===== config.mk =====
export PLATFORM = sky130hd
export DESIGN_NAME = jogo_sequencia_param
export DESIGN_NICKNAME = d
export VERILOG_FILES = /design/src/rtl/jogo_sequencia_param.sv
export SDC_FILE = /design/constraint.sdc
export NUM_CORES = 1
export LEC_CHECK = 0
export ABC_AREA = 1
export BUFFER_PORTS_ARGS = -buffer_cell sky130_fd_sc_hd__buf_2
export CAP_MARGIN = 30
export CORE_ASPECT_RATIO = 0.6
export CORE_MARGIN = 2
export CORE_UTILIZATION = 40
export DETAILED_ROUTE_END_ITERATION = 10
export SKIP_LAST_GASP = 1
export SLEW_MARGIN = 15
export SYNTH_ARGS = -nofsm -noshare
export SYNTH_HDL_FRONTEND = slang
export SYNTH_SLANG_ARGS = --single-unit

===== constraint.sdc =====
create_clock -name clock -period 2.7 [get_ports clock]
set_input_delay 0 -clock clock [delete_from_list [all_inputs] [get_ports clock]]
set_output_delay 0 -clock clock [all_outputs]
set_load 0.01 [all_outputs]

===== src/rtl/jogo_sequencia_param.sv =====
// jogo_sequencia_param: Simon-style memory game with an internal sequence RAM.
// Optional feature macro: SEQ_ESCRITA_JOGADOR_EN (dynamic mode, where the player's
// last press of each round is appended to the RAM instead of being checked).
// Ports:
//   clock, reset              system clock, asynchronous active-low reset
//   jogar                     start/restart pulse (INICIAL, FIM_GANHOU, FIM_PERDEU only)
//   configuracao              bit0 demo (4 rounds), bit1 timeout enable; latched at start
//   botoes                    synchronised button levels
//   esc_en, esc_end, esc_dado sequence RAM preload port, honoured only in INICIAL
//   leds                      displayed item or echo of the registered press
//   pronto, ganhou, perdeu    end-of-game flags
//   timeout                   loss was caused by the play timer
//   db_rodada, db_estado      debug: round index and state encoding
module jogo_sequencia_param #(
    parameter int NUM_BOTOES     = 4,
    parameter int PROF           = 16,
    parameter int EXIBE_CICLOS   = 500,
    parameter int TIMEOUT_CICLOS = 5000
) (
    input  logic                    clock,
    input  logic                    reset,
    input  logic                    jogar,
    input  logic [1:0]              configuracao,
    input  logic [NUM_BOTOES-1:0]   botoes,
    input  logic                    esc_en,
    input  logic [$clog2(PROF)-1:0] esc_end,
    input  logic [NUM_BOTOES-1:0]   esc_dado,
    output logic [NUM_BOTOES-1:0]   leds,
    output logic                    pronto,
    output logic                    ganhou,
    output logic                    perdeu,
    output logic                    timeout,
    output logic [$clog2(PROF)-1:0] db_rodada,
    output logic [3:0]              db_estado
);
    localparam int AW = $clog2(PROF);
    localparam int EW = EXIBE_CICLOS > 1 ? $clog2(EXIBE_CICLOS) : 1;
    localparam int TW = TIMEOUT_CICLOS > 1 ? $clog2(TIMEOUT_CICLOS) : 1;
`ifdef SEQ_ESCRITA_JOGADOR_EN
    localparam bit DINAMICO = 1'b1;
`else
    localparam bit DINAMICO = 1'b0;
`endif

    typedef enum logic [3:0] {
        INICIAL     = 4'd0,
        PREPARA     = 4'd1,
        MOSTRA      = 4'd2,
        APAGA       = 4'd3,
        ESPERA      = 4'd4,
        REGISTRA    = 4'd5,
        COMPARA     = 4'd6,
        PROX_JOGADA = 4'd7,
        PROX_RODADA = 4'd8,
        FIM_GANHOU  = 4'd9,
        FIM_PERDEU  = 4'd10
    } estado_t;

    estado_t               estado_q, estado_d;
    logic [AW-1:0]         rodada_q, rodada_d, item_q, item_d, jogada_q, jogada_d;
    logic [EW-1:0]         cnt_exib_q, cnt_exib_d;
    logic [TW-1:0]         cnt_to_q, cnt_to_d;
    logic [NUM_BOTOES-1:0] botoes_ant_q, cap_q, cap_d;
    logic                  invalida_q, invalida_d, to_q, to_d;
    logic [1:0]            config_q, config_d;
    logic [NUM_BOTOES-1:0] mem_q [PROF];

    logic [NUM_BOTOES-1:0] borda, mem_dado;
    logic [AW-1:0]         limite, mem_end;
    logic                  inicio, fim_exib, ultimo_item, expirou, anexa, acerto, mem_we;

    always_comb begin
        borda       = botoes & ~botoes_ant_q;
        limite      = config_q[0] ? AW'(3) : AW'(PROF - 1);
        inicio      = jogar && (estado_q == INICIAL || estado_q == FIM_GANHOU || estado_q == FIM_PERDEU);
        fim_exib    = cnt_exib_q == EW'(EXIBE_CICLOS - 1);
        // in dynamic mode the newest item of the round is not shown, the player supplies it
        ultimo_item = DINAMICO ? (AW+1)'(item_q) + (AW+1)'(1) >= (AW+1)'(rodada_q) : item_q >= rodada_q;
        expirou     = config_q[1] && cnt_to_q == TW'(TIMEOUT_CICLOS - 1);
        anexa       = DINAMICO && jogada_q == rodada_q;
        acerto      = !invalida_q && (anexa || cap_q == mem_q[jogada_q]);
        mem_we      = (esc_en && estado_q == INICIAL) || (estado_q == COMPARA && anexa && !invalida_q);
        mem_end     = estado_q == INICIAL ? esc_end : rodada_q;
        mem_dado    = estado_q == INICIAL ? esc_dado : cap_q;
    end

    always_ff @(posedge clock) begin
        if (mem_we) mem_q[mem_end] <= mem_dado;
    end

    always_ff @(posedge clock or negedge reset) begin
        if (!reset) begin
            estado_q     <= INICIAL;
            rodada_q     <= '0;
            item_q       <= '0;
            jogada_q     <= '0;
            cnt_exib_q   <= '0;
            cnt_to_q     <= '0;
            botoes_ant_q <= '0;
            cap_q        <= '0;
            invalida_q   <= 1'b0;
            to_q         <= 1'b0;
            config_q     <= '0;
        end else begin
            estado_q     <= estado_d;
            rodada_q     <= rodada_d;
            item_q       <= item_d;
            jogada_q     <= jogada_d;
            cnt_exib_q   <= cnt_exib_d;
            cnt_to_q     <= cnt_to_d;
            botoes_ant_q <= botoes;
            cap_q        <= cap_d;
            invalida_q   <= invalida_d;
            to_q         <= to_d;
            config_q     <= config_d;
        end
    end

    always_comb begin
        estado_d = estado_q;
        case (estado_q)
            INICIAL, FIM_GANHOU, FIM_PERDEU: estado_d = jogar ? PREPARA : estado_q;
            PREPARA:     estado_d = (DINAMICO && rodada_q == '0) ? ESPERA : MOSTRA;
            MOSTRA:      estado_d = fim_exib ? APAGA : MOSTRA;
            APAGA:       estado_d = !fim_exib ? APAGA : ultimo_item ? ESPERA : MOSTRA;
            // a press in the expiry cycle still counts as a play
            ESPERA:      estado_d = |borda ? REGISTRA : expirou ? FIM_PERDEU : ESPERA;
            REGISTRA:    estado_d = COMPARA;
            COMPARA:     estado_d = !acerto ? FIM_PERDEU : jogada_q != rodada_q ? PROX_JOGADA :
                                    rodada_q == limite ? FIM_GANHOU : PROX_RODADA;
            PROX_JOGADA: estado_d = ESPERA;
            PROX_RODADA: estado_d = PREPARA;
            default:     estado_d = INICIAL;
        endcase
    end

    always_comb begin
        rodada_d   = inicio ? '0 : estado_q == PROX_RODADA ? rodada_q + AW'(1) : rodada_q;
        item_d     = estado_q == PREPARA ? '0 :
                     (estado_q == APAGA && fim_exib && !ultimo_item) ? item_q + AW'(1) : item_q;
        jogada_d   = estado_q == PREPARA ? '0 : estado_q == PROX_JOGADA ? jogada_q + AW'(1) : jogada_q;
        cnt_exib_d = ((estado_q == MOSTRA || estado_q == APAGA) && !fim_exib) ? cnt_exib_q + EW'(1) : '0;
        // cleared in every other state, so each entry into ESPERA starts from zero
        cnt_to_d   = (estado_q == ESPERA && config_q[1]) ? cnt_to_q + TW'(1) : '0;
        cap_d      = (estado_q == ESPERA && |borda) ? borda : cap_q;
        invalida_d = (estado_q == ESPERA && |borda) ? !$onehot(borda) : invalida_q;
        to_d       = inicio ? 1'b0 : (estado_q == ESPERA && !(|borda) && expirou) ? 1'b1 : to_q;
        config_d   = inicio ? configuracao : config_q;
    end

    always_comb begin
        leds      = estado_q == MOSTRA ? mem_q[item_q] : estado_q == REGISTRA ? cap_q : '0;
        ganhou    = estado_q == FIM_GANHOU;
        perdeu    = estado_q == FIM_PERDEU;
        pronto    = estado_q == FIM_GANHOU || estado_q == FIM_PERDEU;
        timeout   = estado_q == FIM_PERDEU && to_q;
        db_rodada = rodada_q;
        db_estado = estado_q;
    end
endmodule


==> run summary <==
Seq cells post-synth: 114
Sequential element share of the synthesized area: 51.6%
R2r endpoint: config_q[0]
Fmax: 0.403 GHz
Global-route wire length before repair: 27.2 mm
Crit-path cells: inv_1 > nor2_1 > o211ai_1 > a31oi_1 > o32ai_1 > buf_2
Post-DP HPWL: 12.6 mm
DIE WIDTH: 164 µm
Crit. End Element: output port
Worst min path class: in -> async
DR iter-0 viols: 521
Startpoint Class: flop
Slew @ Worst Pin: 825 ps
Largest area contributor in the netlist: edfxtp_1
Setup TNS Final: 0 ps
Pwr/cell area: 764 nW/µm²
EDFF count, synth: 64
Post-DRT Antenna Nets: 0
Starting density of the core: 40.4%
CTS sink cnt: 114
Syn nets: 758
Final worst path period share: 91.9%
Synth async-reset ratio: 43.9%
Vias per Instance: 5.33
CP delay by family, top: compound AO/OA/AOI/OAI gates
Endpoints failing hold: 0
Port bufs: 33
Fin nets: 807
Drt pass-1 iters: 6
Ant diodes: 0
Vias in the first global route: 5016
VDD IR-drop max: 385 µV
Setup Skew: 7.58 ps
Largest net degree at the start of global routing: 56
Post-synth top area share: 31.3%
Worst reg2reg startpoint: db_estado[1]
# DRC: 0
CP peak stage delay: 610 ps
Routability cong.: 0.951
Initial antenna violation count: 0
Unique masters post-synth: 40
Skew-Pair Late Insertion Delay: 420 ps
Most used DFF post-synth: edfxtp_1
WP data arrival: 2480 ps
P&R area growth vs syn: 18.0%
Core Area: 15200 µm²
Final Max Slew Viols: 0
Total track usage: 22.4%
Avg WL per Cell: 17.4 µm
CTS max path bufs: 2
Lkg Pwr: 3.15 nW
Synthesized instance count: 727
Synth warnings: 0
Worst setup margin: 218 ps
Max FO, Critical Path: 11
Root Driver: clkbuf_16
CTS tree: done
CP max-delay cell: nor2_1
Status: completed
Setup violations, final: 0
# rows: 35
Unrepaired setup endpoints after global routing: no
Die height: 100 µm
Inserted Clock Buffers: 17
Required @ worst endpoint: 2700 ps
Fin crit period: 2480 ps
Dpl ws: 573 ps
CTS clk-pin slew, worst paths: 50 ps
Setup slack, reg-to-reg: 450 ps
H-tree Lvls: 4
CP Class: reg -> out
Ports: 34
Mapped cell area: 6140 µm²
Share of layout cells above drive strength 1: 10.9%
Syn Area/Cell: 8.45 µm²
Drt total wl: 17.2 mm
Via count: 5291
Buf/Inv on CP: 2
Worst rel slew slack: 45.0%
Max Cap Viol: 0
Worst r2r path cells: 9
Top cells by area, synth: edfxtp_1 31%, dfrtp_1 20%, nand2_1 8.4%
GR Overflow Total: 0
Finished Core Util: 47.7%
Die area: 16400 µm²
## kinds of logic after synthesis
logic type               count (synthesis)  synth area share, %
AO/OA/AOI/OAI                          140                 12.7
adder cells (fa/ha/maj)                 13                 2.77
AND/OR/NAND/NOR                        319                 22.7
flip-flops                             114                 51.6
buffers and inverters                  135                 9.35
XOR/XNOR                                 6                0.855
## Yosys cell counts, types with 7 or more instances
cell type / number
nor3_1: 15
a21oi_1: 53
edfxtp_1: 64
nor2_1: 73
inv_1: 108
buf_6: 7
nand2_1: 138
clkbuf_1: 10
ha_1: 12
o21ai_0: 46
dfrtp_1: 50
nand3_1: 66
nor3b_1: 10
nand4_1: 8
o21ai_1: 11
o211ai_1: 18
## what timing repair did
action | in CTS | in global routing
hold buffers | 9 | 0
resized for setup | 0 | 0
setup buffers | 0 | 0
endpoints found under the hold margin | 47 | 0
## worst max path at each step
stage	startpoint	endpoint	slack, ps	depth (start not counted)
after floorplan	item_q[0]	item_q[3]	800	11
after global placement	db_estado[1]	mem_q[7][1]	650	5
after detailed placement	db_estado[1]	mem_q[13][0]	570	5
after CTS	item_q[2]	leds[2]	260	8
after global routing	item_q[2]	leds[2]	90	8
final	item_q[2]	leds[0]	220	6
## per-stage QoR
step | hold WS [ps] | power (W) | area (µm²) | cells
after global routing | 218 | 0.00576 | 7250 | 992
after global placement | 123 | 0.00308 | 6510 | 951
final | 212 | 0.00554 | 7250 | 992
after detailed placement | 123 | 0.00310 | 6510 | 951
after floorplan | -296 | 0.00269 | 6140 | 727
after CTS | 205 | 0.00555 | 7250 | 992
## final cells by class
class                   count  area [µm²]
inverters                 111         422
fillers                  1453        7950
clock buffers              21         503
clock inverters            11         143
multi-input cells         478        2400
well taps                 203         254
flip-flops and latches    114        3170
repair buffers             54         358
## report_power, final
part | leakage, nW | switching (W) | total, W | internal [W]
Sequential | 1.27 | 0.0000673 | 0.00213 | 0.00207
Clock | 0.325 | 0.000817 | 0.00243 | 0.00161
Combinational | 1.56 | 0.000714 | 0.000977 | 0.000263
Total | 3.15 | 0.00160 | 0.00554 | 0.00394
## flip-flops by register name (all words and copies together), names as in the netlist
signal and count:
cap_q 4, jogada_q 4, config_q 2, mem_q 64, db_rodada 4, cnt_to_q 13
db_estado 4, item_q 4, botoes_ant_q 4, cnt_exib_q 9, to_q 1, invalida_q 1
## layout by cell type (no fill, tap or decap), types with 10 or more instances in the layout
master     Yosys  layout
nand2_1      138     138
inv_1        108     108
nor2_1        73      73
nand3_1       66      66
edfxtp_1      64      64
a21oi_1       53      53
dfrtp_1       50      50
o21ai_0       46      46
buf_2          5      33
clkbuf_16      0      19
o211ai_1      18      18
nor3_1        15      15
ha_1          12      12
o21ai_1       11      11
buf_4          1      11
nor3b_1       10      10
## metal layers
| metal | wire length [µm] | vias up | GRT usage, % |
|---|---|---|---|
| met5 | 0 | - | 0 |
| met4 | 116 | 0 | 5.87 |
| met3 | 2190 | 12 | 9.63 |
| met2 | 6950 | 268 | 30.1 |
| met1 | 7980 | 2473 | 32.7 |
| li1 | - | 2538 | - |
## worst reg2reg max path, stage by stage, from the launching register on
cell and delay (ps):
dfrtp_1 440, nor2_1 170, nand2_1 210, buf_4 250
nand2_1 110, nand2_1 110, inv_1 200, nand2_1 100
nand2_1 60, dlygate4sd3_1 540
No activity file was read; power rests on OpenSTA's default activity.
